==> config.mk <==
export PLATFORM = sky130hd
export DESIGN_NAME = rr_req_manager
export DESIGN_NICKNAME = d
export VERILOG_FILES = /design/src/rtl/rr_pkg.sv /design/src/rtl/rr_req_chan.sv /design/src/rtl/rr_req_manager.sv
export SDC_FILE = /design/constraint.sdc
export NUM_CORES = 2
export LEC_CHECK = 0
export ABC_AREA = 1
export CORE_ASPECT_RATIO = 1.2
export CORE_MARGIN = 3
export CORE_UTILIZATION = 32
export CTS_CLUSTER_DIAMETER = 40
export DETAILED_ROUTE_END_ITERATION = 10
export PLACE_DENSITY = 0.5
export SLEW_MARGIN = 20
export SYNTH_ARGS = -nofsm -noshare
export SYNTH_HDL_FRONTEND = slang
export SYNTH_SLANG_ARGS = --single-unit
==> constraint.sdc <==
create_clock -name clk_i -period 31.7 [get_ports clk_i]
set_input_delay 4.755 -clock clk_i [delete_from_list [all_inputs] [get_ports clk_i]]
set_output_delay 4.755 -clock clk_i [all_outputs]
set_load 0.05 [all_outputs]
==> src/rtl/rr_pkg.sv <==
// Shared definitions for the round-robin request manager.
// Holds the default channel count, pending-count width, starvation threshold
// and the 16-bit wait-count type used by the channel and top modules.
package rr_pkg;

  localparam int unsigned ReqCntDefault    = 16;
  localparam int unsigned PendWDefault     = 4;
  localparam int unsigned WaitLimitDefault = 64;

  typedef logic [15:0] wait_cnt_t;

endpackage

==> src/rtl/rr_req_chan.sv <==
// One requester channel: pending-request counter, wait counter, starvation flag.
// Ports:
//   clk_i, rst_n_i   clock, async active-low reset
//   clr_i            synchronous clear of the starvation flag
//   push_i           new-request pulse for this channel
//   grant_i          arbiter selected this channel this cycle (valid, in range)
//   push_ready_o     pending count below its maximum
//   req_o            pending count non-zero
//   wait_o           cycles spent requesting without a grant (saturating)
//   starve_o         sticky starvation flag
module rr_req_chan
  import rr_pkg::*;
#(
  parameter int unsigned PENDW      = PendWDefault,
  parameter int unsigned WAIT_LIMIT = WaitLimitDefault
) (
  input  logic      clk_i,
  input  logic      rst_n_i,
  input  logic      clr_i,
  input  logic      push_i,
  input  logic      grant_i,
  output logic      push_ready_o,
  output logic      req_o,
  output wait_cnt_t wait_o,
  output logic      starve_o
);

  localparam logic [PENDW-1:0] PendMax = '1;
  localparam wait_cnt_t        WaitLim = wait_cnt_t'(WAIT_LIMIT);

  logic [PENDW-1:0] pend_q, pend_d;
  wait_cnt_t        wait_q, wait_d;
  logic             starve_q, starve_d;
  logic             push_acc, grant_acc;

  assign push_ready_o = (pend_q != PendMax);
  assign req_o        = (pend_q != '0);
  assign wait_o       = wait_q;
  assign starve_o     = starve_q;

  // A full channel drops the push; an empty channel ignores the grant.
  assign push_acc  = push_i & push_ready_o;
  assign grant_acc = grant_i & req_o;

  always_comb begin
    pend_d = pend_q;
    case ({push_acc, grant_acc})
      2'b10:   pend_d = pend_q + 1'b1;
      2'b01:   pend_d = pend_q - 1'b1;
      default: pend_d = pend_q;
    endcase
  end

  always_comb begin
    wait_d = wait_q;
    if (!req_o || grant_acc) begin
      wait_d = '0;
    end else if (wait_q != '1) begin
      wait_d = wait_q + 1'b1;
    end
  end

  // Set only on the crossing so a clear is not undone while still waiting.
  always_comb begin
    starve_d = starve_q | (wait_q == WaitLim);
    if (clr_i) starve_d = 1'b0;
  end

  always_ff @(posedge clk_i or negedge rst_n_i) begin
    if (!rst_n_i) begin
      pend_q   <= '0;
      wait_q   <= '0;
      starve_q <= 1'b0;
    end else begin
      pend_q   <= pend_d;
      wait_q   <= wait_d;
      starve_q <= starve_d;
    end
  end

endmodule

==> src/rtl/rr_req_manager.sv <==
// Request manager sitting between clients and a round-robin arbiter.
// Tracks per-channel outstanding requests, presents a request vector to the
// arbiter, returns a one-cycle grant pulse per accepted grant, and reports
// starvation, the largest observed wait and protocol errors.
// Ports:
//   clk_i, rst_n_i   clock, async active-low reset
//   push_i           per-channel new-request pulses
//   push_ready_o     per-channel room for another request
//   req_o            per-channel request vector to the arbiter
//   req_num_i        granted channel index from the arbiter
//   req_num_val_i    req_num_i valid this cycle
//   grant_o          one-hot grant pulse back to the client
//   starve_o         sticky per-channel starvation flags
//   max_wait_o       largest wait count seen since reset/clear
//   err_o            sticky protocol error
//   clr_i            synchronous clear of starve_o, max_wait_o, err_o
module rr_req_manager
  import rr_pkg::*;
#(
  parameter int unsigned REQCNT     = ReqCntDefault,
  parameter int unsigned PENDW      = PendWDefault,
  parameter int unsigned WAIT_LIMIT = WaitLimitDefault,
  localparam int unsigned IdxW      = (REQCNT > 1) ? $clog2(REQCNT) : 1
) (
  input  logic              clk_i,
  input  logic              rst_n_i,
  input  logic [REQCNT-1:0] push_i,
  output logic [REQCNT-1:0] push_ready_o,
  output logic [REQCNT-1:0] req_o,
  input  logic [IdxW-1:0]   req_num_i,
  input  logic              req_num_val_i,
  output logic [REQCNT-1:0] grant_o,
  output logic [REQCNT-1:0] starve_o,
  output logic [15:0]       max_wait_o,
  output logic              err_o,
  input  logic              clr_i
);

  logic [REQCNT-1:0] gnt_sel;
  logic              idx_err;
  logic [REQCNT-1:0] grant_q;
  wait_cnt_t         wait_cnt [REQCNT];
  wait_cnt_t         max_wait_q, max_wait_d;
  logic              err_q, err_d;

  always_comb begin
    gnt_sel = '0;
    idx_err = 1'b0;
    if (req_num_val_i) begin
      if (32'(req_num_i) < REQCNT) begin
        gnt_sel[req_num_i] = 1'b1;
      end else begin
        idx_err = 1'b1;
      end
    end
  end

  for (genvar i = 0; i < REQCNT; i++) begin : g_chan
    rr_req_chan #(
      .PENDW      (PENDW),
      .WAIT_LIMIT (WAIT_LIMIT)
    ) u_chan (
      .clk_i        (clk_i),
      .rst_n_i      (rst_n_i),
      .clr_i        (clr_i),
      .push_i       (push_i[i]),
      .grant_i      (gnt_sel[i]),
      .push_ready_o (push_ready_o[i]),
      .req_o        (req_o[i]),
      .wait_o       (wait_cnt[i]),
      .starve_o     (starve_o[i])
    );
  end

  always_comb begin
    max_wait_d = max_wait_q;
    for (int i = 0; i < int'(REQCNT); i++) begin
      if (wait_cnt[i] > max_wait_d) max_wait_d = wait_cnt[i];
    end
    if (clr_i) max_wait_d = '0;
  end

  // Errors: grant to an empty channel, out-of-range index, push while full.
  always_comb begin
    err_d = err_q | idx_err | (|(gnt_sel & ~req_o)) | (|(push_i & ~push_ready_o));
    if (clr_i) err_d = 1'b0;
  end

  always_ff @(posedge clk_i or negedge rst_n_i) begin
    if (!rst_n_i) begin
      grant_q    <= '0;
      max_wait_q <= '0;
      err_q      <= 1'b0;
    end else begin
      grant_q    <= gnt_sel & req_o;
      max_wait_q <= max_wait_d;
      err_q      <= err_d;
    end
  end

  assign grant_o    = grant_q;
  assign max_wait_o = max_wait_q;
  assign err_o      = err_q;

endmodule

== Yosys cells after proc, flatten, opt, wreduce, memory -nomap -nowiden ==
Index checks and enable logic that the tools add are counted.

* Register bits after elaboration: 369
* Output and inout bits: 81
* Word-level logic and storage cells: 420

* Add/subtract/negate cells: 48
* $lt $le $gt $ge: 18
* Equality and inequality tests: 80
* Mux-type cells: 85
* Bitwise operators: 55
* Reduce and logical (&&, ||, !) cells: 83

{| class="wikitable"
|+ Operators by type and width
! cell !! number
|-
| 16-bit 2-to-1 mux || 50
|-
| 16-bit by 1-bit adder with 16-bit output, second input constant || 16
|-
| 16-bit by 7-bit equality test with 1-bit output, second input constant || 16
|-
| 16-bit greater-than comparator || 16
|-
| 16-bit inequality test, second input constant || 16
|-
| 4-bit one-hot mux with 2 select lines || 16
|-
| 4-bit by 1-bit adder with 4-bit output, second input constant || 16
|-
| 4-bit inequality test, second input constant || 16
|-
| 2-bit nonzero test || 32
|-
| 4-bit nonzero test || 16
|-
| 4-bit by 1-bit subtractor with 4-bit output, second input constant || 16
|-
| 16-bit AND || 3
|-
| 1-bit AND || 32
|-
| 2-bit by 1-bit equality test with 1-bit output, second input constant || 16
|-
| 2-bit equality test, second input constant || 16
|-
| 16-bit NOT || 2
|-
| 16-bit OR reduction || 2
|-
| 1-bit 2-to-1 mux || 18
|-
| 1-bit OR || 18
|-
| 1-bit zero test || 16
|-
| 1-bit logical OR || 16
|-
| 4-bit by 5-bit < comparator with 1-bit output, second input constant || 1
|-
| 1-bit demux with 4-bit select || 1
|-
| 4-bit by 1-bit greater-or-equal comparator with 1-bit output, second input constant || 1
|-
| 1-bit logical AND || 1
|}

== Logic depth before layout (Yosys ltp) ==
* Word-level depth: 33
* Gate-level depth with buffers: 217

== Hierarchy ==
Synthesis repeated with hierarchy kept, for this count alone.

* Cells, all modules: 4,819
* Area, all modules: 32,879.0 um^2

{| class="wikitable"
|+ By module, submodules not included
! module !! times used !! cells each !! area each (um^2) !! seq. area each (um^2)
|-
| rr_req_chan || 16 || 191 || 1,387.6 || 525.5
|-
| rr_req_manager || 1 || 1,763 || 10,677.7 || 825.8
|}

== Worst setup path before layout ==
No wires, ideal clock.

* Path type: reg-to-reg
* Start: register max_wait_q[7] (netlist: max_wait_o[7])
* End: register max_wait_q[10] (netlist: max_wait_o[10])
* Setup time: 113 ps
* Data arrival time: 26,354 ps
* Required time: 31,587 ps
* Setup slack: 5,233 ps
* Stages on the path, launching flop included: 166
* Path buffers: 29
* Clock period less this slack: 26,467 ps
* Cells stage by stage: dfrtp_1 inv_1 ha_1 a21o_1 nor2_1 nand2_1 nand2_1 nand2_2 nand2_1 buf_2 clkbuf_1 nand2_1 o21ai_0 ha_1 a21o_1 a2111oi_0 nand2_2 nand2_2 [130 not listed] nor3_1 nand2_1 o2111ai_1 nand2_1 inv_1 dlygate4sd1_1 nand2_1 and2_1 ha_1 nand4_1 nor3_1 nand2_1 a32o_1 clkbuf_1 o21ai_0 inv_1 nand2_1 inv_1

* Cells in the longest elaborated chain, start to end: 33

{| class="wikitable"
|+ Ends and longest elaborated chain
! what !! RTL line !! text
|-
| start: declaration || rr_req_manager.sv:43 || <nowiki>wait_cnt_t max_wait_q, max_wait_d;</nowiki>
|-
| start signal: assignment || rr_req_manager.sv:96 || <nowiki>max_wait_q <= max_wait_d;</nowiki>
|-
| 16-bit greater-than comparator || rr_req_manager.sv:78 || <nowiki>if (wait_cnt[i] > max_wait_d) max_wait_d = wait_cnt[i];</nowiki>
|-
| 16-bit 2-to-1 mux * || rr_req_manager.sv:78 ||
|-
| 16-bit greater-than comparator || rr_req_manager.sv:78 ||
|-
| 16-bit 2-to-1 mux * || rr_req_manager.sv:78 ||
|-
| 16-bit greater-than comparator || rr_req_manager.sv:78 ||
|-
| 16-bit 2-to-1 mux * || rr_req_manager.sv:78 ||
|-
| 16-bit greater-than comparator || rr_req_manager.sv:78 ||
|-
| 16-bit 2-to-1 mux * || rr_req_manager.sv:78 ||
|-
| [18 not listed] || -- ||
|-
| 16-bit greater-than comparator || rr_req_manager.sv:78 ||
|-
| 16-bit 2-to-1 mux * || rr_req_manager.sv:78 ||
|-
| 16-bit greater-than comparator || rr_req_manager.sv:78 ||
|-
| 16-bit 2-to-1 mux * || rr_req_manager.sv:78 ||
|-
| 16-bit greater-than comparator || rr_req_manager.sv:78 ||
|-
| 16-bit 2-to-1 mux * || rr_req_manager.sv:78 ||
|-
| 16-bit 2-to-1 mux * || rr_req_manager.sv:80 || <nowiki>if (clr_i) max_wait_d = '0;</nowiki>
|-
| net max_wait_d[10] || rr_req_manager.sv:43 ||
|}

Mark *: on every way through the listed nets, which the timed path passes. The rest lies on a longest branch.
A chain may end at the register's enable or synchronous reset.

== Final worst setup path ==
* Start: register max_wait_q[6] (netlist: max_wait_o[6])
* End: register max_wait_q[10] (netlist: max_wait_o[10])

The elaborated chain is that of the path after synthesis.

==> metrics.txt <==
DR iter-0 viols=1576; worst skew pair latency=620 ps; Final Hold Vio Count=0; post-synthesis xor/xnor area fraction=under 10%; Core ar.=90100 um^2; Max-Cap Viols=0; die width=282 um; initial antenna violation count=1; hpwl dp=69900 um; via count=roughly 27000; Clock transition at path regs=50 ps; TNS Setup=0 ps; post-synthesis compound-gate area fraction=15.5%; worst hold path class=flop to flop; count of hold-fix buffers inserted at cts=0; sequential fraction of the synthesis area=a little under a third; share of cells above drive strength 1=6.41%; Ports=105; largest net degree at the start of global routing=91; EDFF count, synth=0; top_reg_cell synth=dfrtp_1; total grt overflow=0; top post-synthesis cells by area=dfrtp_1 (32%), ha_1 (13%), nand2_1 (10%); RePlAce Congestion=about 0.92; largest family of logic cells by synthesized area=simple AND/OR/NAND/NOR gates; area grow syn2layout=17.9%; diodes inserted=0; post-synthesis mux area share=0%; Die H=between 300 and 400 um; most common cell after layout, fill and taps aside=nand2_1; Arr. time, crit path=~29000 ps; # nets final=4487; most used cell, CP=nand4_1; yosys warns=0; Tot GR Track Use=18.6%; Yosys cell types=54; clk buf depth=3; cells after synthesis=4031; area of the multi-input gates=17200 um^2; Rel. slew slack=about a third; commonest non-fill, non-tap cells in the layout=nand2_1 (800), inv_1 (577), o21ai_0 (403); Post-Synth Simple-Gate Area=27.0%; Site Rows=120; CTS tree=done; syn_area_per_cell=7.27 um^2; f_max=roughly 0.035 GHz; RSZ-0062 raised after global routing=false; Clock Tree Root=clkbuf_16; Slew @ Worst Pin=970 ps; Startpoint Class=flop; CTS Buf Count=90; Initial Util=32.5%; outcome=finished, final reports clean; endpoint type of the worst setup path=flop; critical setup path kind=flop to flop; register area=9230 um^2; routed len/inst=around 17 um; Worst Skew=14.9 ps; adder-cell share of the synthesized area=14.4%; first-pass detailed-route iteration total=5; CTS H-tree depth=3; Final period util=approximately nine tenths; vias in the first global route=26200; Final setup viols=0; Worst path slowest cell=o21ai_0; post-route ant nets=0; Post-Syn Area=29300 um^2; die area=95200 um^2; clock sink total=between 300 and 400; top cell type's share of synthesized area=between 30% and 40%; fin crit period=28290 ps; drt total wl=89800 um; Via-to-Cell Ratio=5.07; max-slew violation count=0; critical path fanouts, max=32; Seq cells post-synth=369; Hold WS=between 400 and 500 ps; synthesized net count=roughly 4400; post-synthesis async set-or-reset flop share=100%; Fill cells=9410; Worst EP required=32200 ps; first-pass GRT wire length=~140000 um; Synth area leader=dfrtp_1; DRC violations left=0; IO Port Bufs=about 100; Max stage delay on crit path=480 ps
-- flip-flops by register name, summed over array words and instances (netlist names) --
signal	flops
err_o	1
g_chan.u_chan.pend_q	64
g_chan.u_chan.starve_o	16
g_chan.u_chan.wait_o	256
grant_o	16
max_wait_o	16
-- logic make-up (layout without fill, tap and decap cells) --
logic type,count (synthesis),in the layout
compound gates,794,794
xor+xnor,58,58
buf+inv,703,881
fa+ha+maj,327,327
simple gates,1780,1780
flops,369,369
-- Yosys cell counts (7+ instances only) --
library cell and instances:
a211oi_1 73, a221oi_1 14, a31oi_1 40, nand2_2 44, nor3_1 162, and2_1 18, nand3_2 7, nor4_1 104
o21a_1 7, clkbuf_1 42, fa_1 16, and3_1 11, o21ai_0 403, nor2_1 324, o22ai_1 9, o21bai_1 16
buf_4 60, inv_2 11, ha_1 311, inv_1 578, o221a_2 14, nand4_1 84, dfrtp_1 369, o211a_1 8
a21oi_1 188, nand3_1 203, xor2_1 31, nand2_1 803, xnor2_1 27
-- metal layers --
metal  global-route usage (%)  vias up  routed length (um)
met5                        0        -                   0
met3                     2.56      135                3290
met1                     23.9    12700               40100
li1                         -    13900                   -
met2                     32.8      491               44200
met4                     4.86        0                2100
-- through the flow --
stage	cells	cell area, um^2	util [%]	setup WS, ps
after floorplan	4031	29300	-	5230
after global placement	5200	31200	34.7	1100
after detailed placement	5200	31200	34.7	797
after CTS	5365	34500	38.2	681
after global routing	5368	34600	38.4	27.2
final	5368	34600	38.4	3410
-- final timing paths --
| path | startpoint | slack (ps) | end | depth (start not counted) |
|---|---|---|---|---|
| worst min register to register | g_chan[2].u_chan.starve_o | 490 | g_chan[2].u_chan.starve_o | 2 |
| worst max register to register | max_wait_o[6] | 3410 | max_wait_o[10] | 131 |
| worst max-delay path | max_wait_o[6] | 3410 | max_wait_o[10] | 131 |
| min in group asynchronous | rst_n_i | 4150 | g_chan[6].u_chan.wait_o[6] | 1 |
| max in group asynchronous | rst_n_i | 24810 | g_chan[11].u_chan.pend_q[1] | 4 |
| worst min-delay path | g_chan[2].u_chan.starve_o | 490 | g_chan[2].u_chan.starve_o | 2 |
-- cell type report --
| type | count | area share [%] |
|---|---|---|
| Sequential cell | 369 | 26.7 |
| Tap cell | 1159 | 4.20 |
| Inverter | 591 | 6.43 |
| Clock inverter | 47 | 1.85 |
| Clock buffer | 118 | 7.44 |
| Timing Repair Buffer | 125 | 3.47 |
| Multi-Input combinational cell | 2959 | 49.9 |
-- critical path, delay by kind of cell (launching register included) --
family                   cells  cell delay [ps]
buffers and inverters        7              670
adder cells (fa/ha/maj)     16             5220
AND/OR/NAND/NOR             84            16240
AO/OA/AOI/OAI               24             5520
flip-flops                   1              470
-- repair_timing --
action	in CTS	in global routing
endpoints found under the setup margin	0	16
resized for setup	0	16
setup buffers	0	3
Power is left out: the tool's default activity adds up to more than one toggle a clock period on the data nets, which glitch-free logic cannot reach.
